## src/rtl/mem_tiled_addresses_generator.sv

```systemverilog
// Tiled operand address generator: walks a matrix as a grid of memory-word
// tiles, column- or row-major, N passes, pushing one address per free FIFO slot.
module mem_tiled_addresses_generator #(
  parameter int ADDR_WIDTH           = 16,
  parameter int DIM_WIDTH            = 16,
  parameter int DATA_WIDTH_BYTES     = 1,
  parameter int MEM_DATA_WIDTH_BYTES = 32
) (
  input  logic                  clk,
  input  logic                  reset,
  input  logic                  start_i,
  input  logic                  mode_i,
  input  logic [DIM_WIDTH-1:0]  rows_i,
  input  logic [DIM_WIDTH-1:0]  cols_i,
  input  logic [DIM_WIDTH-1:0]  ld_i,
  input  logic [DIM_WIDTH-1:0]  repeat_i,
  input  logic [ADDR_WIDTH-1:0] base_addr_i,
  output logic [ADDR_WIDTH-1:0] fifo_addr,
  output logic                  fifo_incr,
  input  logic                  fifo_full,
  output logic                  busy_o,
  output logic                  done_o
);

  localparam int ELEMENTS = MEM_DATA_WIDTH_BYTES / DATA_WIDTH_BYTES;
  localparam int EL_SH    = $clog2(ELEMENTS);
  localparam int DB_SH    = $clog2(DATA_WIDTH_BYTES);

  localparam logic [ADDR_WIDTH-1:0] TILE_STEP = ADDR_WIDTH'(MEM_DATA_WIDTH_BYTES);
  localparam logic [DIM_WIDTH-1:0]  ONE       = DIM_WIDTH'(1);
  localparam logic [DIM_WIDTH:0]    EL_M1     = (DIM_WIDTH+1)'(ELEMENTS - 1);

  typedef enum logic [1:0] {
    IDLE,
    RUN,
    DONE
  } state_t;

  state_t state_q, state_d;

  logic                  mode_q;
  logic [DIM_WIDTH-1:0]  rows_m1_q;
  logic [DIM_WIDTH-1:0]  tiles_m1_q;
  logic [DIM_WIDTH-1:0]  reps_m1_q;
  logic [ADDR_WIDTH-1:0] row_step_q;
  logic [ADDR_WIDTH-1:0] base_q;
  logic [ADDR_WIDTH-1:0] line_q;
  logic [ADDR_WIDTH-1:0] addr_q;
  logic [DIM_WIDTH-1:0]  row_cnt;
  logic [DIM_WIDTH-1:0]  tile_cnt;
  logic [DIM_WIDTH-1:0]  rep_cnt;

  logic [DIM_WIDTH:0]    cols_ext;
  logic [DIM_WIDTH-1:0]  tiles_w;
  logic                  row_last;
  logic                  tile_last;
  logic                  rep_last;
  logic                  inner_last;
  logic                  outer_last;
  logic [ADDR_WIDTH-1:0] inner_step;
  logic [ADDR_WIDTH-1:0] outer_step;
  logic                  capture;

  // one extra bit keeps ceil() correct for cols near 2^DIM_WIDTH-1
  assign cols_ext = {1'b0, cols_i} + EL_M1;
  assign tiles_w  = DIM_WIDTH'(cols_ext >> EL_SH);

  assign row_last   = (row_cnt == rows_m1_q);
  assign tile_last  = (tile_cnt == tiles_m1_q);
  assign rep_last   = (rep_cnt == reps_m1_q);
  assign inner_last = mode_q ? tile_last : row_last;
  assign outer_last = mode_q ? row_last : tile_last;
  assign inner_step = mode_q ? TILE_STEP : row_step_q;
  assign outer_step = mode_q ? row_step_q : TILE_STEP;

  assign capture   = (state_q == IDLE) && start_i;
  assign fifo_incr = (state_q == RUN) && !fifo_full;
  assign fifo_addr = addr_q;
  assign busy_o    = (state_q != IDLE);
  assign done_o    = (state_q == DONE);

  always_comb begin
    state_d = state_q;
    unique case (state_q)
      IDLE: begin
        if (start_i) begin
          if (rows_i == '0 || cols_i == '0) state_d = DONE;
          else state_d = RUN;
        end
      end
      RUN: begin
        if (fifo_incr && inner_last && outer_last && rep_last)
          state_d = DONE;
      end
      DONE: state_d = IDLE;
      default: state_d = IDLE;
    endcase
  end

  always_ff @(posedge clk) begin
    if (reset) state_q <= IDLE;
    else state_q <= state_d;
  end

  always_ff @(posedge clk) begin
    if (reset) begin
      mode_q     <= 1'b0;
      rows_m1_q  <= '0;
      tiles_m1_q <= '0;
      reps_m1_q  <= '0;
      row_step_q <= '0;
      base_q     <= '0;
      line_q     <= '0;
      addr_q     <= '0;
      row_cnt    <= '0;
      tile_cnt   <= '0;
      rep_cnt    <= '0;
    end else if (capture) begin
      mode_q     <= mode_i;
      rows_m1_q  <= rows_i - ONE;
      tiles_m1_q <= tiles_w - ONE;
      reps_m1_q  <= (repeat_i == '0) ? '0 : repeat_i - ONE;
      row_step_q <= ADDR_WIDTH'(ld_i) << DB_SH;
      base_q     <= base_addr_i;
      line_q     <= base_addr_i;
      addr_q     <= base_addr_i;
      row_cnt    <= '0;
      tile_cnt   <= '0;
      rep_cnt    <= '0;
    end else if (fifo_incr) begin
      if (!inner_last) begin
        if (mode_q) tile_cnt <= tile_cnt + ONE;
        else row_cnt <= row_cnt + ONE;
        addr_q <= addr_q + inner_step;
      end else if (!outer_last) begin
        // line_q tracks the first address of the current outer line
        if (mode_q) begin
          tile_cnt <= '0;
          row_cnt  <= row_cnt + ONE;
        end else begin
          row_cnt  <= '0;
          tile_cnt <= tile_cnt + ONE;
        end
        line_q <= line_q + outer_step;
        addr_q <= line_q + outer_step;
      end else if (!rep_last) begin
        row_cnt  <= '0;
        tile_cnt <= '0;
        rep_cnt  <= rep_cnt + ONE;
        line_q   <= base_q;
        addr_q   <= base_q;
      end else begin
        row_cnt  <= '0;
        tile_cnt <= '0;
        rep_cnt  <= '0;
      end
    end
  end

endmodule

```

## config.mk

```make
export PLATFORM = sky130hd
export DESIGN_NAME = mem_tiled_addresses_generator
export DESIGN_NICKNAME = d
export VERILOG_FILES = /design/src/rtl/mem_tiled_addresses_generator.sv
export SDC_FILE = /design/constraint.sdc
export NUM_CORES = 1
export LEC_CHECK = 0
export BUFFER_PORTS_ARGS = -buffer_cell sky130_fd_sc_hd__clkbuf_2
export CAP_MARGIN = 20
export CORE_UTILIZATION = 54
export DETAILED_ROUTE_END_ITERATION = 6
export PLACE_DENSITY = 0.77
export SLEW_MARGIN = 20
export SYNTH_ARGS = -nofsm -noshare
export SYNTH_HDL_FRONTEND = slang
export SYNTH_SLANG_ARGS = --single-unit
```

## constraint.sdc

```tcl
create_clock -name clk -period 3.7 [get_ports clk]
set_input_delay 0.37 -clock clk [delete_from_list [all_inputs] [get_ports clk]]
set_output_delay 0.37 -clock clk [all_outputs]
set_load 0.05 [all_outputs]
```

==> impl_results.md, run 1 <==
* Status: complete, no violations
* Synth Register Bits at 160
* Post-CTS repair timing setup buffer count at 0
* Max-slew headroom at 51.16%
* Grt ovf at 0
* All-Layer GR Usage at 26.16%
* IO Count at 104
* Vias per Instance at 5.753
* Final Cycle Share at 91.25%
* Min-delay worst type: in2reg
* Most common cell after layout, fill and taps aside: dfxtp_1
* Post-synth top area share at 33.84%
* DP Cell Count at 1460
* EDFF count, synth at 0
* First drt pass iteration count at 5
* Cts bufs inserted at 17
* 1st-iter DRT viols at 490
* Cell count after synthesis at 1176
* DRC viols at 0
* Area growth from synthesis to layout at 13.39%
* Port bufs at 103
* CTS H-Tree Depth at 4
* Share of cells above drive strength 1 at 13.97%
* TritonCTS clock tree: built
* Hpwl dp at 16880 microns
* Average size of a mapped cell at 8.050 sq um
* Final Setup Violations at 0
* Post-CTS Resized at 0
* Max-slew violations at 0
* CORE AREA at 17240 sq um
* Register area share after synthesis at 33.84%
* CP endpoint kind: register
* Chip height at 134.4 microns
* Top FF cell, synth: dfxtp_1
* Syn Nets at 1300
* Mapped cell area at 9467 sq um
* RD Place Congestion at 0.9277
* Hold_buf cts at 0
* Measured slew at the worst slew-check pin at 730.1 ps
* Cell accounting for the most synthesized area: dfxtp_1
* Clock Path Buffers at 2
* Max-Cap Viols at 0
* DIE AREA at 18060 sq um
* Largest net degree at the start of global routing at 76
* Startpoint types: register
* Non-Filler Instances at 1492
* Die width at 134.4 microns
* Unrepaired setup endpoints after global routing: false
* Post-Route Skew at 14.34 ps
* Starting Density at 54.92%
* Area contributors post-synth: dfxtp_1 (34%), xor2_1 (6.8%), nand2_1 (6.3%)
* Async SR Flop Fraction at 0%
* Final WL at 22850 microns
* CP required at 3990 ps
* Routed via count at 8583
* Critical path start-end classification: reg2reg
* Root Driver: clkbuf_16
* Syn. warnings at 0
* WP data arrival at 3670 ps
* Post-route ant nets at 0
* Clock transition at the registers of the reported paths at 70 ps
* Ant diodes at 0
* Post-DR wirelength/cell at 15.32 microns
* Clk sinks at 160
* Rows at 48
* Initial antenna violation count at 0
* Clock Latency Late Sink at 430 ps
* Peak supply drop at 0.0003537 V
* Leak at 4.366 nW
* Max Clk Rate at 296.2 MHz
* Synth unique cells at 72
* First-pass GRT wire length at 37920 microns
* Worst-path fanout max at 28
* Final TNS setup at 0 ps
* Most frequent cells in the layout: dfxtp_1 (160), nand2_1 (157), nor2_1 (135), clkbuf_2 (102), a21oi_1 (77)
* Hold Vio Cnt, Final at 0
* Final net count at 1378
* Crit path time final at 3376 ps
* Fill count at 1519
* Vias in the first global route at 7879
* PD cells at 423.0 nW/um^2
==> registers in the layout, summed over array words and instances (netlist names) <==
signal      flops
base_q         16
fifo_addr      16
line_q         16
rep_cnt        16
reps_m1_q      16
row_cnt        16
row_step_q     16
rows_m1_q      16
tile_cnt       16
tiles_m1_q     13
state_q         2
mode_q          1
==> Yosys cell counts (17+ instances only) <==
library cell    n
a21oi_1        77
nor3_1         30
nand2_1       158
o21ai_0        59
and2_1         20
or3_1          19
xnor2_1        67
nor2_1        135
xor2_1         73
inv_1          22
dfxtp_1       160
clkbuf_1       38
nor2b_1        17
nand3_1        22
a211oi_1       32
ha_1           37
==> per-layer routing <==
layer	vias up	GRT usage [%]	share of wire, %
met5	-	0	0
met4	0	10.05	2.3
met3	38	4.044	4.4
met2	211	43.32	47
met1	4056	34.20	47
li1	4278	-	-
==> final cells by class <==
class | count | area, sq um | area share (%)
Sequential cell | 160 | 3203 | 29.84
Inverter | 23 | 86.33 | 0.8043
Clock inverter | 15 | 171.4 | 1.597
Clock buffer | 17 | 425.4 | 3.963
Tap cell | 225 | 281.5 | 2.623
Multi-Input combinational cell | 934 | 5923 | 55.18
Timing Repair Buffer | 118 | 643.1 | 5.991
==> final timing paths <==
check | cells past startpoint | endpoint | slack [ps] | from
max | 11 | line_q[14]$_SDFFE_PP0P_ | 320 | mode_q$_SDFFE_PP0P_
min | 3 | row_step_q[9]$_SDFFE_PP0P_ | 150 | ld_i[9]
max reg2reg | 11 | line_q[14]$_SDFFE_PP0P_ | 320 | mode_q$_SDFFE_PP0P_
min reg2reg | 2 | base_q[5]$_SDFFE_PP0P_ | 460 | base_q[5]$_SDFFE_PP0P_
==> critical path, stage by stage, from the launching register on <==
cell and delay (ps):
dfxtp_1 540, buf_4 400, and2_1 190, ha_1 280, a211oi_1 280, o211ai_1 180, a41oi_1 390, o21ai_0 130
o21ai_0 110, nor3_1 60, a2111oi_0 560, nor4_1 120
==> stage by stage <==
step	cell area [sq um]	setup slack [ps]	hold WS, ps	total power, mW	utilization (%)
global placement	10140	495.6	444.0	2.768	58.81
detailed placement	10140	350.3	449.2	2.783	58.81
floorplan	9467	299.1	433.8	2.533	-
global route	10730	14.75	146.6	4.736	62.28
finish	10730	323.6	147.9	4.541	62.28
CTS	10730	359.0	137.5	4.562	62.28
==> kinds of logic (layout without fill, tap and decap cells) <==
family	Yosys count	in the layout	synth area share, %
AO/OA/AOI/OAI	252	252	16.83
adder cells (fa/ha/maj)	39	39	5.313
multiplexers	16	16	2.168
buffers and inverters	82	173	3.648
flip-flops	160	160	33.84
AND/OR/NAND/NOR	487	487	25.26
XOR/XNOR	140	140	12.95
==> power by group <==
part           switching (mW)  internal [mW]  total [mW]
logic                   0.531          0.315       0.846
clock network           0.775           1.01        1.79
registers              0.0825           1.82        1.91
No activity file was read; power rests on OpenSTA's default activity.
==> run 2, diff against run 1 <==
==> constraint.sdc (replaced) <==
create_clock -name clk -period 3.7 [get_ports clk]
set_input_delay 0.555 -clock clk [delete_from_list [all_inputs] [get_ports clk]]
set_output_delay 0.555 -clock clk [all_outputs]
set_load 0.05 [all_outputs]
==> impl_results.md, run 2 (synthesis gave the netlist of run 1 again) <==
* Max-Cap Viols at 0 (unchanged)
* P_sw at 1.350 mW (-2.8%)
* CTS H-Tree Depth at 4 (unchanged)
* First-pass GRT wire length at 38410 microns (+1.3%)
* Vias per Instance at 5.722 (-0.53%)
* Cell internal pwr at 3.176 mW (+0.74%)
* PD cells at 422.2 nW/um^2 (-0.20%)
* DP Cell Count at 1458 (-0.14%)
* CORE AREA at 17240 sq um (unchanged)
* Switching Share at 29.83% (-0.74 points)
* Starting Density at 54.92% (unchanged)
* Post-DR wirelength/cell at 15.53 microns (+1.4%)
* Max-slew headroom at 53.73% (+2.6 points)
* Area growth from synthesis to layout at 13.24%
* Rows at 48 (unchanged)
* Ant diodes at 0 (unchanged)
* Post-Route Skew at 11.75 ps (-2.594 ps)
* CP cell instances: buf_4 > nor2b_1 > ha_1 > o21ai_0 > nor2_1 > o31ai_2 > o31ai_1 > o41ai_1 > xnor2_1 > mux2i_1 > a2111oi_1
* Delay-heaviest family, CP: compound AO/OA/AOI/OAI gates
* Root Driver: clkbuf_16
* Port bufs at 103 (unchanged)
* Final Setup Violations at 0 (unchanged)
* Critical Path Max Stage Delay at 440 ps (-120 ps)
* Post-CTS repair timing setup buffer count at 0 (unchanged)
* TritonCTS clock tree: built
* Clock power share at 39.1% (-0.3 points)
* Post-route ant nets at 0 (unchanged)
* Cts bufs inserted at 17 (unchanged)
* Final net count at 1376 (-0.15%)
* Die width at 134.4 microns (unchanged)
* Chip height at 134.4 microns (unchanged)
* DIE AREA at 18060 sq um (unchanged)
* CP endpoint kind: register
* Most frequent cells in the layout: dfxtp_1 (160), nand2_1 (157), nor2_1 (135), clkbuf_2 (102), a21oi_1 (77)
* Bufs and invs on worst path at 1 (unchanged)
* Hold Vio Cnt, Final at 0 (unchanged)
* All-Layer GR Usage at 26.58% (+0.42 points)
* Grt ovf at 0 (unchanged)
* Max Clk Rate at 298.3 MHz (+0.73%)
* Status: complete, no violations
* Initial antenna violation count at 0 (unchanged)
* Measured slew at the worst slew-check pin at 694.0 ps (-36.10 ps)
* Routed via count at 8526 (-0.66%)
* Clock transition at the registers of the reported paths at 70 ps (about the same)
* Clock Path Buffers at 2 (unchanged)
* DRC viols at 0 (unchanged)
* CP required at 4010 ps (+20 ps)
* Combinational share of power at 18.7% (about the same)
* Largest net degree at the start of global routing at 76 (unchanged)
* Share of cells above drive strength 1 at 13.68% (-0.29 points)
* Crit path time final at 3352 ps (-24.33 ps)
* Non-Filler Instances at 1490 (-0.13%)
* Reg power frac at 42.2% (+0.2 points)
* Clock Latency Late Sink at 440 ps (about the same)
* Peak supply drop at 0.0003952 V (+12%)
* Max-slew violations at 0 (unchanged)
* Min-delay worst type: in2reg
* Worst-path fanout max at 32 (+14%)
* Final WL at 23140 microns (+1.3%)
* First drt pass iteration count at 5 (unchanged)
* Fill count at 1493 (-1.7%)
* Clk sinks at 160 (unchanged)
* Startpoint types: register
* Leak at 4.355 nW (-0.23%)
* WP data arrival at 3660 ps (about the same)
* Final Cycle Share at 90.60% (-0.66 points)
* Critical path start-end classification: reg2reg
* Hpwl dp at 16930 microns (+0.28%)
* Most common cell after layout, fill and taps aside: dfxtp_1
* IO Count at 104 (unchanged)
* Cell at the slowest stage of the critical path: dfxtp_1
* Final TNS setup at 0 ps (unchanged)
* 1st-iter DRT viols at 498 (+1.6%)
* Vias in the first global route at 8194 (+4.0%)
* RD Place Congestion at 0.9387 (+1.2%)
* Unrepaired setup endpoints after global routing: false
-- run 2: cell count changes in the layout (fill, tap and decap cells not counted), moves of 2 or more --
cell and change:
buf_4 -2, clkbuf_1 +3, clkbuf_8 +2, clkinv_4 +5, clkinvlp_4 -3, inv_6 -6
-- run 2: area by class of cell --
cell class              instances  area [sq um]  share of cell area (%)
clock inverters                10         128.9                   1.202
flip-flops and latches        160          3203                   29.88
multi-input cells             934          5928                   55.30
inverters                      23         86.33                  0.8053
well taps                     225         281.5                   2.626
repair buffers                116         628.1                   5.859
clock buffers                  22         464.2                   4.330
-- run 2: path summary, 6_finish.rpt --
path / depth (start not counted) / slack (ps) / end / start
worst max-delay path: 11 / 350 / fifo_addr[13]$_SDFFE_PP0P_ / mode_q$_SDFFE_PP0P_
worst max register to register: 11 / 350 / fifo_addr[13]$_SDFFE_PP0P_ / mode_q$_SDFFE_PP0P_
worst min register to register: 2 / 460 / base_q[3]$_SDFFE_PP0P_ / base_q[3]$_SDFFE_PP0P_
worst min-delay path: 3 / 330 / row_step_q[7]$_SDFFE_PP0P_ / ld_i[7]
-- run 2: worst reg2reg max path, delay by kind of cell, from the launching register on --
kind | cells | cell delay, ps
simple gates | 2 | 200
compound gates | 5 | 1570
flops | 1 | 440
mux | 1 | 100
xor+xnor | 1 | 170
buf+inv | 1 | 400
fa+ha+maj | 1 | 360
-- run 2: metrics by stage --
step                setup slack [ps]  instance area (sq um)  hold WS (ps)  power, mW  util, %
global placement               484.3                  10120         441.7      2.765    58.73
detailed placement             357.3                  10120         447.7      2.781    58.73
finish                         347.9                  10720         331.7      4.526    62.20
CTS                            168.3                  10720         327.7      4.541    62.17
global route                   128.2                  10720         329.7      4.711    62.20
floorplan                      299.1                   9467         433.8      2.533        -
-- run 2: timing repair --
| item | 4_1_cts | 5_1_grt |
|---|---|---|
| gates resized for setup | 0 | 1 |
| setup endpoints to repair | 0 | 1 |
| hold buffers | 0 | 0 |
-- run 2: power by group through the flow --
stage,clock (mW),combinational [mW],sequential [mW]
floorplan,0,0.550,1.98
global placement,0,0.821,1.94
detailed placement,0,0.837,1.94
CTS,1.79,0.843,1.91
global route,1.86,0.933,1.92
finish,1.77,0.846,1.91
-- run 2: per-layer routing --
metal / track usage (%) / vias to the layer above / share of wire (%) / routed length, microns
met5: 0 / - / 0 / 0
met1: 32.80 / 3959 / 45 / 10330
met2: 45.71 / 237 / 48 / 11130
met3: 5.631 / 39 / 5.3 / 1237
li1: - / 4291 / - / -
met4: 9.176 / 0 / 1.9 / 444
